==> config.mk <==
export PLATFORM = sky130hd
export DESIGN_NAME = led_channel_ctrl
export DESIGN_NICKNAME = d
export VERILOG_FILES = /design/src/rtl/led_ctrl_pkg.sv /design/src/rtl/led_channel.sv /design/src/rtl/led_channel_ctrl.sv
export SDC_FILE = /design/constraint.sdc
export NUM_CORES = 1
export LEC_CHECK = 0
export ABC_AREA = 1
export CAP_MARGIN = 20
export CORE_AREA = 2 2 209 211
export CTS_CLUSTER_DIAMETER = 30
export DETAILED_ROUTE_END_ITERATION = 10
export DIE_AREA = 0 0 211 213
export GPL_TIMING_DRIVEN = 0
export PLACE_DENSITY = 0.8
export SLEW_MARGIN = 20
export SYNTH_ARGS = -nofsm -noshare
export SYNTH_HDL_FRONTEND = slang
export SYNTH_HIERARCHICAL = 1
export SYNTH_SLANG_ARGS = --single-unit
==> constraint.sdc <==
create_clock -name CLOCK_50 -period 2.9 [get_ports CLOCK_50]
set_input_delay 0.58 -clock CLOCK_50 [delete_from_list [all_inputs] [get_ports CLOCK_50]]
set_output_delay 0.58 -clock CLOCK_50 [all_outputs]
set_load 0.01 [all_outputs]
==> src/rtl/led_ctrl_pkg.sv <==
`timescale 1ns/1ps
`default_nettype none
// ============================================================================
// Module   : led_ctrl_pkg
// Brief    : Shared mode encodings, register offsets and field widths.
// Revision : 1.0
// ============================================================================
package led_ctrl_pkg;

    localparam int MODE_W = 2;
    localparam int HALF_W = 16;
    localparam int DUTY_W = 8;
    localparam int REG_W  = 2;

    typedef enum logic [MODE_W-1:0] {
        MODE_OFF   = 2'b00,
        MODE_ON    = 2'b01,
        MODE_BLINK = 2'b10,
        MODE_PWM   = 2'b11
    } led_mode_e;

    localparam logic [REG_W-1:0] REG_MODE  = 2'd0;
    localparam logic [REG_W-1:0] REG_HALF  = 2'd1;
    localparam logic [REG_W-1:0] REG_DUTY  = 2'd2;
    localparam logic [REG_W-1:0] REG_STATE = 2'd3;

    // Terminal tick count for a blink half-period; zero is treated as one.
    function automatic logic [HALF_W-1:0] blink_limit(input logic [HALF_W-1:0] half);
        return (half == '0) ? '0 : half - 1'b1;
    endfunction

endpackage
`default_nettype wire

==> src/rtl/led_channel.sv <==
`timescale 1ns/1ps
`default_nettype none
// ============================================================================
// Module   : led_channel
// Brief    : One LED channel: mode/half/duty registers, blink counter, output flop.
// Revision : 1.0
// ============================================================================
module led_channel
    import led_ctrl_pkg::*;
#(
    parameter int DEF_HALF = 1000
) (
    input  logic              clk,
    input  logic              rst,
    input  logic              tick,
    input  logic [DUTY_W-1:0] pwm_cnt,
    input  logic              wr_en,
    input  logic [REG_W-1:0]  wr_reg,
    input  logic [HALF_W-1:0] wr_data,
    output logic [MODE_W-1:0] mode,
    output logic [HALF_W-1:0] half,
    output logic [DUTY_W-1:0] duty,
    output logic              led
);

    logic [MODE_W-1:0] r_mode;
    logic [HALF_W-1:0] r_half;
    logic [DUTY_W-1:0] r_duty;
    logic [HALF_W-1:0] r_cnt;
    logic              r_led;
    logic              w_restart;

    // Changing how a channel blinks restarts its period from dark.
    assign w_restart = wr_en && ((wr_reg == REG_MODE) || (wr_reg == REG_HALF));

    always_ff @(posedge clk) begin
        if (rst) begin
            r_mode <= MODE_OFF;
            r_half <= HALF_W'(DEF_HALF);
            r_duty <= '0;
            r_cnt  <= '0;
            r_led  <= 1'b0;
        end else begin
            if (wr_en) begin
                case (wr_reg)
                    REG_MODE: r_mode <= wr_data[MODE_W-1:0];
                    REG_HALF: r_half <= wr_data;
                    REG_DUTY: r_duty <= wr_data[DUTY_W-1:0];
                    default:  ;
                endcase
            end

            if (w_restart) begin
                r_cnt <= '0;
                r_led <= 1'b0;
            end else begin
                case (r_mode)
                    MODE_OFF: r_led <= 1'b0;
                    MODE_ON:  r_led <= 1'b1;
                    MODE_BLINK: begin
                        if (tick) begin
                            if (r_cnt == blink_limit(r_half)) begin
                                r_cnt <= '0;
                                r_led <= ~r_led;
                            end else begin
                                r_cnt <= r_cnt + 1'b1;
                            end
                        end
                    end
                    MODE_PWM: r_led <= (pwm_cnt < r_duty);
                    default:  r_led <= 1'b0;
                endcase
            end
        end
    end

    assign mode = r_mode;
    assign half = r_half;
    assign duty = r_duty;
    assign led  = r_led;

endmodule
`default_nettype wire

==> src/rtl/led_channel_ctrl.sv <==
`timescale 1ns/1ps
`default_nettype none
// ============================================================================
// Module   : led_channel_ctrl
// Brief    : N_CH LED channels with shared tick prescaler, pwm counter and bus.
// Revision : 1.0
// ============================================================================
module led_channel_ctrl
    import led_ctrl_pkg::*;
#(
    parameter int N_CH     = 8,
    parameter int CLK_HZ   = 50_000_000,
    parameter int TICK_HZ  = 1000,
    parameter int DEF_HALF = 1000,
    localparam int AW      = $clog2(N_CH) + 2
) (
    input  logic            CLOCK_50,
    input  logic            RESET,
    input  logic [AW-1:0]   address,
    input  logic            write,
    input  logic [31:0]     writedata,
    input  logic            read,
    output logic [31:0]     readdata,
    output logic [N_CH-1:0] LEDG
);

    localparam int C_DIV = CLK_HZ / TICK_HZ;
    localparam int C_PW  = $clog2(C_DIV);

    logic [C_PW-1:0]   r_presc;
    logic [DUTY_W-1:0] r_pwm;
    logic [31:0]       r_rdata;
    logic              w_tick;
    logic [31:0]       w_ch_idx;
    logic [REG_W-1:0]  w_reg;
    logic [31:0]       w_rdata;
    logic [N_CH-1:0]   w_wr_en;
    logic [N_CH-1:0]   w_led;
    logic [MODE_W-1:0] w_mode [N_CH];
    logic [HALF_W-1:0] w_half [N_CH];
    logic [DUTY_W-1:0] w_duty [N_CH];
    logic              w_unused_wdata;

    assign w_unused_wdata = ^writedata[31:HALF_W];

    assign w_tick = (r_presc == C_PW'(C_DIV - 1));

    always_ff @(posedge CLOCK_50) begin
        if (RESET) begin
            r_presc <= '0;
            r_pwm   <= '0;
        end else begin
            r_presc <= w_tick ? '0 : r_presc + 1'b1;
            r_pwm   <= r_pwm + 1'b1;
        end
    end

    // Channel indices beyond N_CH never match any instance, so such writes drop.
    assign w_ch_idx = 32'(address) >> REG_W;
    assign w_reg    = address[REG_W-1:0];

    generate
        for (genvar i = 0; i < N_CH; i++) begin : g_ch
            assign w_wr_en[i] = write && (w_ch_idx == 32'(i)) && (w_reg != REG_STATE);

            led_channel #(
                .DEF_HALF (DEF_HALF)
            ) u_channel (
                .clk     (CLOCK_50),
                .rst     (RESET),
                .tick    (w_tick),
                .pwm_cnt (r_pwm),
                .wr_en   (w_wr_en[i]),
                .wr_reg  (w_reg),
                .wr_data (writedata[HALF_W-1:0]),
                .mode    (w_mode[i]),
                .half    (w_half[i]),
                .duty    (w_duty[i]),
                .led     (w_led[i])
            );
        end
    endgenerate

    always_comb begin
        w_rdata = '0;
        for (int i = 0; i < N_CH; i++) begin
            if (w_ch_idx == 32'(i)) begin
                case (w_reg)
                    REG_MODE:  w_rdata = 32'(w_mode[i]);
                    REG_HALF:  w_rdata = 32'(w_half[i]);
                    REG_DUTY:  w_rdata = 32'(w_duty[i]);
                    default:   w_rdata = 32'(w_led[i]);
                endcase
            end
        end
    end

    // Sampled from current register state, so a same-edge write reads old data.
    always_ff @(posedge CLOCK_50) begin
        if (RESET) begin
            r_rdata <= '0;
        end else if (read) begin
            r_rdata <= w_rdata;
        end
    end

    assign readdata = r_rdata;
    assign LEDG     = w_led;

endmodule
`default_nettype wire

# Word level (Yosys, flattened, before mapping)
# Index checks and enable logic that the tools add are counted.
[word_totals]
ff_bits = 400
inputBits = 41
out_inout_bits = 40
wordCells = 284
[classes]
add_sub_neg = 18
n_lt_le_gt_ge = 8
n_eq_ne = 59
n_mux = 56
bitwise_logic = 8
n_reduce_logical = 92
[op_table]
columns = ["operator", "count"]
rows = [
  ["$pmux 16 s3", 8],
  ["$mux 16", 17],
  ["$mux 32", 7],
  ["$add 16x1->16 const B", 9],
  ["$eq 16x16->1", 8],
  ["$logic_not 16->1", 8],
  ["$sub 16x1->16 const B", 8],
  ["$reduce_and 2->1", 40],
  ["$lt 8x8->1", 8],
  ["$eq 2x2->1 const B", 17],
  ["$logic_not 32->1", 1],
  ["$pmux 1 s4", 8],
  ["$logic_and 1x1->1", 24],
  ["$eq 2x1->1 const B", 9],
  ["$logic_not 2->1", 9],
  ["$ne 2x2->1 const B", 9],
  ["$reduce_or 2->1", 9],
  ["$eq 16x16->1 const B", 1],
  ["$mux 1", 16],
  ["$ne 2x1->1 const B", 8],
  ["$eq 3x3->1 const B", 4],
  ["$add 8x1->8 const B", 1],
  ["$not 1->1", 8],
  ["$eq 3x2->1 const B", 2],
  ["other kinds (2)", 2],
]

# Depth between registers and ports, before layout
# Gate-level depths: netlist of run 1.
[depth]
word_depth = 10
depth_mapped = 18
mapped_depth_nobuf = 18

# Modules after synthesis
# Netlist of run 1, hierarchy kept.
[modules_own_cells]
columns = ["mod", "instances", "cells_per_inst", "area_each_um2", "seq_area_each_um2"]
rows = [
  ["led_channel", 8, 452, 2865.2, 860.8],
  ["led_channel_ctrl", 1, 644, 3562.2, 800.8],
]

# Worst setup path before layout of run 1
# Ideal clock, no wire load.
[synth_timing]
kind = "register to register"
from = "register r_presc[0]"
to = "register g_ch[0].u_channel.r_cnt[7]"
setup_time_ns = 0.070
arrival_time_ns = 2.302
required_ns = 2.830
path_slack_ns = 0.528
path_stages_with_launch = 12
path_buffers = 1
synth_period_minus_slack_ns = 2.372
cell_sequence = "dfxtp_1 > ha_1 > nand2_1 > inv_1 > nand2_1 > or2_2 > nor2_1 > nand2_1 > clkinv_1 > buf_2 > nand4_1 > a21oi_1"
[synth_via]
elab_chain_len = 2
[synth_lines]
columns = ["item", "line", "text"]
rows = [
  ["from (decl)", "led_channel_ctrl.sv:30", "logic [C_PW-1:0] r_presc;"],
  ["from (signal assigned)", "led_channel_ctrl.sv:53", "r_presc <= w_tick ? '0 : r_presc + 1'b1;"],
  ["$eq 16x16->1", "led_channel_ctrl.sv:46", "assign w_tick = (r_presc == C_PW'(C_DIV - 1));"],
  ["via w_tick", "led_channel_ctrl.sv:33", "logic w_tick;"],
  ["$reduce_and 2->1 (no source line)", "--", ""],
  ["to (signal assigned)", "led_channel.sv:66", "r_cnt <= r_cnt + 1'b1;"],
  ["to (decl)", "led_channel.sv:29", "logic [HALF_W-1:0] r_cnt;"],
]
# The timed path passes the listed nets, and every way through them passes these cells.
# A chain may end at the register's enable or synchronous reset.

# Final worst setup path of run 1
[layout_timing]
from = "input port address[1]"
to = "register g_ch[7].u_channel.r_half[15]"
[layout_via]
elab_chain_len = 3
word_cells_on_any_way = 4
classes_between = "eq/ne (2); reduce/logical (2)"
[layout_lines]
columns = ["item", "line", "text"]
rows = [
  ["from (decl)", "led_channel_ctrl.sv:19", "input logic [AW-1:0] address,"],
  ["$ne 2x2->1", "led_channel_ctrl.sv:64", "assign w_wr_en[i] = write && (w_ch_idx == 32'(i)) && (w_reg != REG_STATE);"],
  ["$logic_and 1x1->1", "led_channel_ctrl.sv:64", ""],
  ["via w_wr_en[7]", "led_channel_ctrl.sv:37", "logic [N_CH-1:0] w_wr_en;"],
  ["$reduce_and 2->1 (no source line)", "--", ""],
  ["to (signal assigned)", "led_channel.sv:39", "r_half <= HALF_W'(DEF_HALF);"],
  ["to (signal assigned)", "led_channel.sv:47", "REG_HALF: r_half <= wr_data;"],
  ["to (decl)", "led_channel.sv:27", "logic [HALF_W-1:0] r_half;"],
]
# The timed path passes the listed nets, and every way through them passes these cells.

==> results of run 1 <==
==> power by group <==
group	switching (µW)	internal [µW]
registers	80.8	5350
logic	641	270
clock network	3540	8370
total	4260	14000
==> routing by layer <==
metal / track usage [%] / vias to the layer above
met5: 0 / -
met4: 20.62 / 0
met3: 7.928 / 296
met2: 59.44 / 1531
met1: 51.57 / 13374
li1: - / 14372
==> registers in the layout, indices dropped and copies added (netlist names) <==
| signal | count |
|---|---|
| g_ch.u_channel/half | 128 |
| g_ch.u_channel/r_cnt | 128 |
| g_ch.u_channel/duty | 64 |
| g_ch.u_channel/mode | 16 |
| r_presc | 16 |
| readdata | 16 |
| g_ch.u_channel/led | 8 |
| r_pwm | 8 |
==> metrics by stage <==
step | TNS [ps] | total power, µW | hold WS [ps] | std cells
3_3_place_gp | -369740 | 6366 | 431.6 | 4869
3_5_place_dp | -353290 | 6374 | 444.2 | 4869
2_1_floorplan | 0 | 6006 | 417.5 | 4275
5_1_grt | 0 | 18650 | 485.4 | 5058
4_1_cts | 0 | 18250 | 454.1 | 5052
6_report | 0 | 18250 | 446.5 | 5058
==> worst max-delay path, cell delays in order <==
cell                              delay (ps)
sky130_fd_sc_hd__clkdlybuf4s15_2         480
sky130_fd_sc_hd__buf_2                   360
sky130_fd_sc_hd__nand2_2                 230
sky130_fd_sc_hd__inv_1                   220
sky130_fd_sc_hd__nor3_1                  320
sky130_fd_sc_hd__nand2_1                 160
sky130_fd_sc_hd__nor2_1                  230
sky130_fd_sc_hd__inv_1                   100
sky130_fd_sc_hd__clkbuf_1                200
sky130_fd_sc_hd__o21ai_0                 320
sky130_fd_sc_hd__a21oi_1                  70
==> layout make-up <==
| cell class | instances | area (µm²) | area share, % |
|---|---|---|---|
| multi-input cells | 3199 | 15940 | 50.76 |
| flip-flops and latches | 384 | 7687 | 24.48 |
| clock buffers | 127 | 2753 | 8.767 |
| inverters | 548 | 2057 | 6.552 |
| clock inverters | 56 | 908.4 | 2.893 |
| plain buffers | 144 | 872.1 | 2.778 |
| well taps | 546 | 683.2 | 2.176 |
| repair buffers | 51 | 491.7 | 1.566 |
| diodes | 3 | 7.507 | 0.02391 |
==> cell families after synthesis <==
family | count (synthesis) | share of synthesized area (%)
compound gates | 660 | 13.35
xor+xnor | 84 | 2.778
fa+ha+maj | 74 | 3.496
buf+inv | 692 | 11.06
flops | 384 | 29.03
other cells | 1 | 0.01416
simple gates | 2365 | 40.27
==> worst min-delay path by stage <==
stage	endpoint	slack [ps]
2_1_floorplan	r_presc[0]	420
3_3_place_gp	r_presc[0]	430
3_5_place_dp	r_presc[0]	440
4_1_cts	r_presc[0]	450
5_1_grt	g_ch[0].u_channel/duty[0]	490
6_report	r_presc[0]	450
==> repair_timing <==
| action | CTS | global route |
|---|---|---|
| resized for setup | 6 | 5 |
| buffers inserted | 0 | 3 |
| pin swaps | 1 | 1 |
| gates cloned | 0 | 0 |
| endpoints found under the setup margin | 340 | 184 |
==> layout by cell type (no fill, tap or decap), types with 48 or more instances in the layout <==
cell / instances
sky130_fd_sc_hd__nand4_1: 180
sky130_fd_sc_hd__clkbuf_1: 81
sky130_fd_sc_hd__o211ai_1: 48
sky130_fd_sc_hd__ha_1: 74
sky130_fd_sc_hd__nand3_1: 378
sky130_fd_sc_hd__a21oi_1: 354
sky130_fd_sc_hd__nor2_1: 343
sky130_fd_sc_hd__clkbuf_16: 99
sky130_fd_sc_hd__xor2_1: 83
sky130_fd_sc_hd__nand2_1: 1209
sky130_fd_sc_hd__nor3_1: 63
sky130_fd_sc_hd__o21ai_0: 222
sky130_fd_sc_hd__dfxtp_1: 384
sky130_fd_sc_hd__inv_1: 535
==> results, run 1 <==
- The flow ran to the end, and the final reports show no timing, DRC or antenna violations.
- The final RePlAce weighted congestion is a little under 1.
- CTS placed an instance of sky130_fd_sc_hd__clkbuf_16 at the clock tree root.
- The final critical delay including setup and external delays is between 2000 and 3000 ps.
- The maximum fanout count along the critical path is 18.
- The data arrival time at the worst-slack endpoint is approximately 3300 ps.
- The total clock sinks is approximately 380.
- The worst-case IR drop observed on VDD is about 0.51 mV.
- For this run, the share of the core covered by cells in the final layout is between 70 and 80%.
- The leakage power is about 0.014 µW.
- Power spread over the standard cell area amounts to between 500 and 600 mW/mm².
- The worst register-to-register path begins at g_ch[6].u_channel/half[0].
- The overall overflow remaining after global route is 0.
- The biggest area contributor in the post-synthesis netlist is sky130_fd_sc_hd__dfxtp_1.
- The first global-routing pass estimated between 100,000 and 150,000 µm of wire.
- The count of buffers added on input and output ports is 48.
- The layout has 3,515 filler cells.
- The capture point of the critical path is g_ch[7].u_channel/half[15].
- Sorting the synthesized cells by how often they occur yields sky130_fd_sc_hd__nand2_1 (1,211), sky130_fd_sc_hd__inv_1 (535), sky130_fd_sc_hd__dfxtp_1 (384).
- The number of cell rows is 76.
- In this run the count of I/O pins placed on the die edge is roughly 80.
- The netlist area before placement is between 0.02 and 0.03 mm².
- The largest net degree at the start of global routing is 25.
- The distinct cell type count of the synthesized netlist is 39.
- The worst path meets setup with 150.6 ps of slack.
- In this run, post-CTS hold repair placed 0 buffers.
- Among all cell types in the netlist, the one instantiated most often is sky130_fd_sc_hd__nand2_1.
- The share of flip-flops with an asynchronous set or reset after synthesis is 0%.
- The met2 routed wirelength is approximately 38,000 µm.
- After routing the design area is 0.03140 mm².
- By area the synthesized netlist is led by sky130_fd_sc_hd__dfxtp_1 (29%), sky130_fd_sc_hd__nand2_1 (17%), sky130_fd_sc_hd__inv_1 (7.6%).
- The worst min-delay path startpoint is r_presc[0].
- Wires add up to ~90,000 µm.
- The area overhead of the layout relative to synthesis is 18.55%.
- After detailed routing, the number of remaining DRC violations is 0.
- The synthesized design contains about 380 register bits.
- The tool flagged a number of max-cap violations equal to 0.
- The total routing resource utilization after global routing is 38.83%.
- The gate count after technology mapping is 4,260.
- The detailed router's first-iteration violation count is ~3,600.
- In this run the remaining antenna-violating nets after routing total 0.
- The startpoint of the most critical setup path is address[1].
- The initial antenna violation count is 3.
- The full die area is 0.04494 mm².
- The average instance in the mapped netlist occupies just over 6 µm².
- The worst setup slack before clock tree synthesis is -1239 ps.
- The required time of the critical path is approximately 3400 ps.
- The critical path is of the input pin to flip-flop type.
- The highest clock frequency the design can meet is between 0.3 and 0.4 GHz.
- After detailed routing, the number of vias per cell comes to approximately 6.
- The number of pins exceeding their max-slew limit in the final report is 0.
- In this run, synthesis inferred 0 flip-flops with an integrated enable.
- Detailed placement finished with a half-perimeter wire length of 61,560 µm.
- The number of cells on the worst reg-to-reg path is 14.
- Of the available clock period, the critical path in the final layout requires 94.81%.
- The cell depth of the worst hold path is 1.
- The endpoint identified for the worst register-to-register timing path is g_ch[6].u_channel/r_cnt[6].
- The total vias in the final route is approximately 30,000.
- STA classifies the critical path endpoint as a flip-flop.
- The slack of the worst reg-to-reg path is about 370 ps.
- Among all flip-flop cells after synthesis, the most frequent one is sky130_fd_sc_hd__dfxtp_1.
- The fraction of layout instances using a drive strength above 1 is around 8.1%.
- At the pin with the least slew margin, the transition time is 1377 ps.
- The die is 213 µm tall.
- TritonCTS created slightly below 100 clock buffers.
- The starting density of the core is about 62%.
- The sequential cell area fraction in the yosys report is between 20 and 30%.
- The number of nets at the end of the flow is between 4,000 and 5,000.
- The final setup violation count is 0.
- The class of the most critical hold timing path is flip-flop to flip-flop.
- The core region is roughly 0.043 mm².
- The clock tree skew after final layout is 34.46 ps.
- In this run the top signal layer used is met4.
- The first detailed-routing pass took 8 iterations.
- The number of endpoints with negative hold slack in the final report is 0.
- The via count of the first global-routing pass is 26,792.
- The die outline width is between 200 and 250 µm.
- Setup repair after global routing left no endpoint under its margin.
- The clock network latency to the later pin of the worst-skew pair is around 660 ps.
- TritonCTS built the clock tree.
- The detailed router put a total of approximately 37,000 µm of wire on met1.
- Counting along the longest clock path gives a buffer depth of 3.
- The H-tree was split into 3 levels.
- In this run the biggest area consumer among cell types represents approximately 29% of the synthesized area.
- The nature of the critical path startpoint is an input pin.
- The average detailed-routed wire length per instance is 17.47 µm.
- The Yosys step of the flow raised 6 warnings.
- Summed over all nets, wire length on met3 after detailed routing comes to 9233 µm.
- Headroom to the max-slew limit came out at a little under 8%.
- Clock-pin slew was measured on the worst setup and hold paths at 50 ps.
- The standard cell area after detailed placement is about 0.028 mm².
Note: power is estimated with default switching activity, not from simulation.
==> run 2, diff against run 1 <==
CORE_AREA = 2 2 329 331   (was 2 2 209 211)
DIE_AREA = 0 0 331 333   (was 0 0 211 213)
PLACE_DENSITY = not set   (was 0.8)
==> results, run 2 (synthesis results as in run 1) <==
- Status: complete, no violations (unchanged).
- The CTS tree was done (unchanged).
- The global-route met2 utilization was 25.87% (was 59.44%).
- The leakage power is 0.01381 µW (was 0.01371 µW).
- The worst setup slack before clock tree synthesis is -1468 ps (was -1239 ps).
- The worst-case reg-to-reg path depth was 12 (was 14).
- The class of the most critical hold timing path is flip-flop to flip-flop (unchanged).
- The measured slew at the worst slew-check pin is 1197 ps (was 1377 ps).
- The via count of the first global-routing pass is 26,488 (was 26,792).
- The initial antenna violation count is 6 (was 3).
- The die outline width is 331 µm (was 211 µm).
- The average detailed-routed wire length per instance came to 15.81 µm (was 17.47 µm).
- The number of design rule violations left after detail routing came to 0 (unchanged).
- The overall overflow remaining after global route was 0 (unchanged).
- The share of the cycle needed by the critical path after routing came to 94.50% (was 94.81%).
- The worst min-delay path startpoint was r_presc[0] (unchanged).
- The share of total power consumed by net switching is 24.57% (was 23.34%).
- The data arrival time at the worst-slack endpoint is 3270 ps (about the same).
- The fraction of layout instances using a drive strength above 1 is 8.514% (was 8.095%).
- The number of pins exceeding their max-slew limit in the final report is 0 (unchanged).
- Unrepaired setup endpoints after global routing: no (unchanged).
- The full die area is 0.1102 mm² (was 0.04494 mm²).
- The worst reg2reg path endpoint was g_ch[2].u_channel/r_cnt[0] (was g_ch[6].u_channel/r_cnt[6]).
- The clock network latency to the later pin of the worst-skew pair is 680 ps (was 660 ps).
- The TritonCTS buffer count came to 104 (was 98).
- The endpoint kind of the worst setup timing path was a flip-flop (unchanged).
- The commonest non-fill, non-tap cell in the layout is sky130_fd_sc_hd__nand2_1 (unchanged).
- The final critical delay including setup and external delays is 2741 ps (was 2749 ps).
- The core area was 0.1066 mm² (was 0.04270 mm²).
- The met3 layer usage reported by global route came to 2.934% (was 7.928%).
- The sequential share of power is 28.8% (was 29.8%).
- The most used routing layer is met2 (unchanged).
- The first-pass GRT wire length is 147,100 µm (was 140,200 µm).
- The area overhead of the layout relative to synthesis is 23.34% (was 18.55%).
- The total clock sinks was 384 (unchanged).
- The met1 capacity usage during global routing was 22.95% (was 51.57%).
- The logic gate share of total power is 4.9% (was 5.0%).
- The starting density of the core is 24.84% (was 62.03%).
- The total vias in the final route is 28,690 (was 29,573).
- The final antenna-violating net count was 0 (unchanged).
- The total wirelength of the detailed-routed design was 93,670 µm (was 88,350 µm).
- The kind of critical path was input pin to flip-flop (unchanged).
- The number of ports placed on the die boundary is 81 (unchanged).
- The power density relative to cell area came to 577.1 mW/mm² (was 581.3 mW/mm²).
- The final setup violation count is 0 (unchanged).
- The total placed cells including tap cells is 5,728 (was 4,869).
- The clock tree skew after final layout came to 40.02 ps (was 34.46 ps).
- The worst slew margin relative to its limit is 19.93% (was 7.888%).
- The number of hold-repair buffers added at the cts stage was 0 (unchanged).
- The clock slew at the register clock pins of the worst setup and hold paths was 50 ps (about the same).
- The switching power is 4632 µW (was 4260 µW).
- The maximum count of clock buffers along a single path is 3 (unchanged).
- The slack of the worst reg-to-reg path is 220 ps (was 370 ps).
- The total routing resource utilization after global routing is 16.69% (was 38.83%).
- The max-capacitance violation count was 0 (unchanged).
- The largest vdd supply drop is 0.4706 mV (was 0.5126 mV).
- The worst-case setup margin in the final layout came to 159.4 ps (was 150.6 ps).
- The number of endpoints with negative hold slack in the final report is 0 (unchanged).
- The largest net degree at the start of global routing came to 25 (unchanged).
- The number of cell rows is 120 (was 76).
- The clock root buffer is sky130_fd_sc_hd__clkbuf_16 (unchanged).
- Highest-count cells in the layout ignoring fill and taps: sky130_fd_sc_hd__nand2_1 (1,209), sky130_fd_sc_hd__inv_1 (535), sky130_fd_sc_hd__dfxtp_1 (384) (unchanged).
- The nature of the critical path startpoint is an input pin (unchanged).
- The via density per instance is 4.842 (was 5.847).
- The final cell utilization of the core is 30.64% (was 73.53%).
- The number of buffers inserted by port buffering is 48 (unchanged).
- The cell internal power dissipation is 14,220 µW (was 13,990 µW).
- The maximum fanout count along the critical path was 19 (was 18).
- The cell depth of the worst hold path came to 1 (unchanged).
- The count of placed standard cells in the final layout, fillers left out is 5,925 (was 5,058).
- The worst hold endpoint was r_presc[0] (unchanged).
- The required time of the critical path is 3430 ps (was 3420 ps).
- The vertical extent of the die is 333 µm (was 213 µm).
- The proportion of power drawn by the clock network was 66.3% (was 65.2%).
- The reg-to-reg critical path startpoint is r_presc[0] (was g_ch[6].u_channel/half[0]).
- The post-layout total power is 18,850 µW (was 18,250 µW).
- The detailed router's first-iteration violation count is 2,629 (was 3,591).
- The number of nets at the end of the flow is 4,547 (was 4,541).
- The H-tree level count is 3 (unchanged).
- The highest clock frequency the design can meet is 0.3649 GHz (was 0.3637 GHz).
- The total inserted antenna cells is 0 (was 3).
- The detailed-routing iteration count for the pre-antenna-repair pass is 6 (was 8).
- The final RePlAce weighted congestion was 0.9278 (was 0.9909).
- The HPWL reported at the end of detailed placement was 69,140 µm (was 61,560 µm).
## run 2: changes by cell type in the layout (fill, tap and decap cells not counted), moves of 4 or more
cell                        delta
sky130_fd_sc_hd__clkinv_4     +13
sky130_fd_sc_hd__clkbuf_8      -6
sky130_fd_sc_hd__clkbuf_16     +5
sky130_fd_sc_hd__buf_2         +4
sky130_fd_sc_hd__clkbuf_1      -4
## run 2: metrics by stage
stage          TNS, ps  hold slack, ps  instance area [µm²]
6_report             0           465.6                32670
5_1_grt              0           476.7                32670
4_1_cts              0           437.6                32670
3_5_place_dp   -402480           441.7                28810
3_3_place_gp   -432660           432.4                28780
2_1_floorplan        0           417.5                26540
## run 2: worst max path at each step
| stage | from | end | slack [ps] |
|---|---|---|---|
| floorplan | r_presc[0] | g_ch[0].u_channel/r_cnt[7] | 530 |
| global placement | r_presc[0] | g_ch[2].u_channel/r_cnt[7] | -1500 |
| detailed placement | address[0] | g_ch[6].u_channel/half[15] | -1470 |
| CTS | address[2] | g_ch[7].u_channel/half[15] | 100 |
| global route | r_presc[0] | g_ch[0].u_channel/r_cnt[8] | 40 |
| finish | address[0] | g_ch[6].u_channel/half[15] | 160 |
## run 2: layout make-up
class	count	area [µm²]
fillers	11725	73940
multi-input cells	3199	15940
flip-flops and latches	384	7687
clock buffers	122	2780
inverters	548	2057
well taps	1403	1755
clock inverters	74	1087
plain buffers	144	872.1
repair buffers	51	490.5
## run 2: per-layer routing
metal / vias to the layer above / share of wire (%)
met5: - / 0.073
met2: 928 / 43
met4: 10 / 3.2
met3: 183 / 7.4
met1: 13183 / 46
li1: 14386 / -
## run 2: timing repair
item | CTS | global route
pin swaps | 0 | 1
gates cloned | 0 | 0
gates resized for setup | 9 | 3
setup buffers | 0 | 1
setup endpoints to repair | 352 | 5
## run 2: power by group through the flow
stage | Combinational, µW | Clock [µW] | Sequential [µW]
CTS | 916 | 12700 | 5420
floorplan | 513 | 0 | 5490
finish | 931 | 12500 | 5430
global placement | 906 | 0 | 5520
detailed placement | 913 | 0 | 5520
global route | 1020 | 13000 | 5420
## run 2: worst max-delay path, stage by stage
cell                       delay [ps]
sky130_fd_sc_hd__buf_2            300
sky130_fd_sc_hd__buf_2            300
sky130_fd_sc_hd__nand2_2          240
sky130_fd_sc_hd__inv_1            270
sky130_fd_sc_hd__nor3_1           380
sky130_fd_sc_hd__nand2_1          160
sky130_fd_sc_hd__nor2_1           260
sky130_fd_sc_hd__inv_1            100
sky130_fd_sc_hd__clkbuf_1         230
sky130_fd_sc_hd__o21ai_0          360
sky130_fd_sc_hd__a21oi_1           60
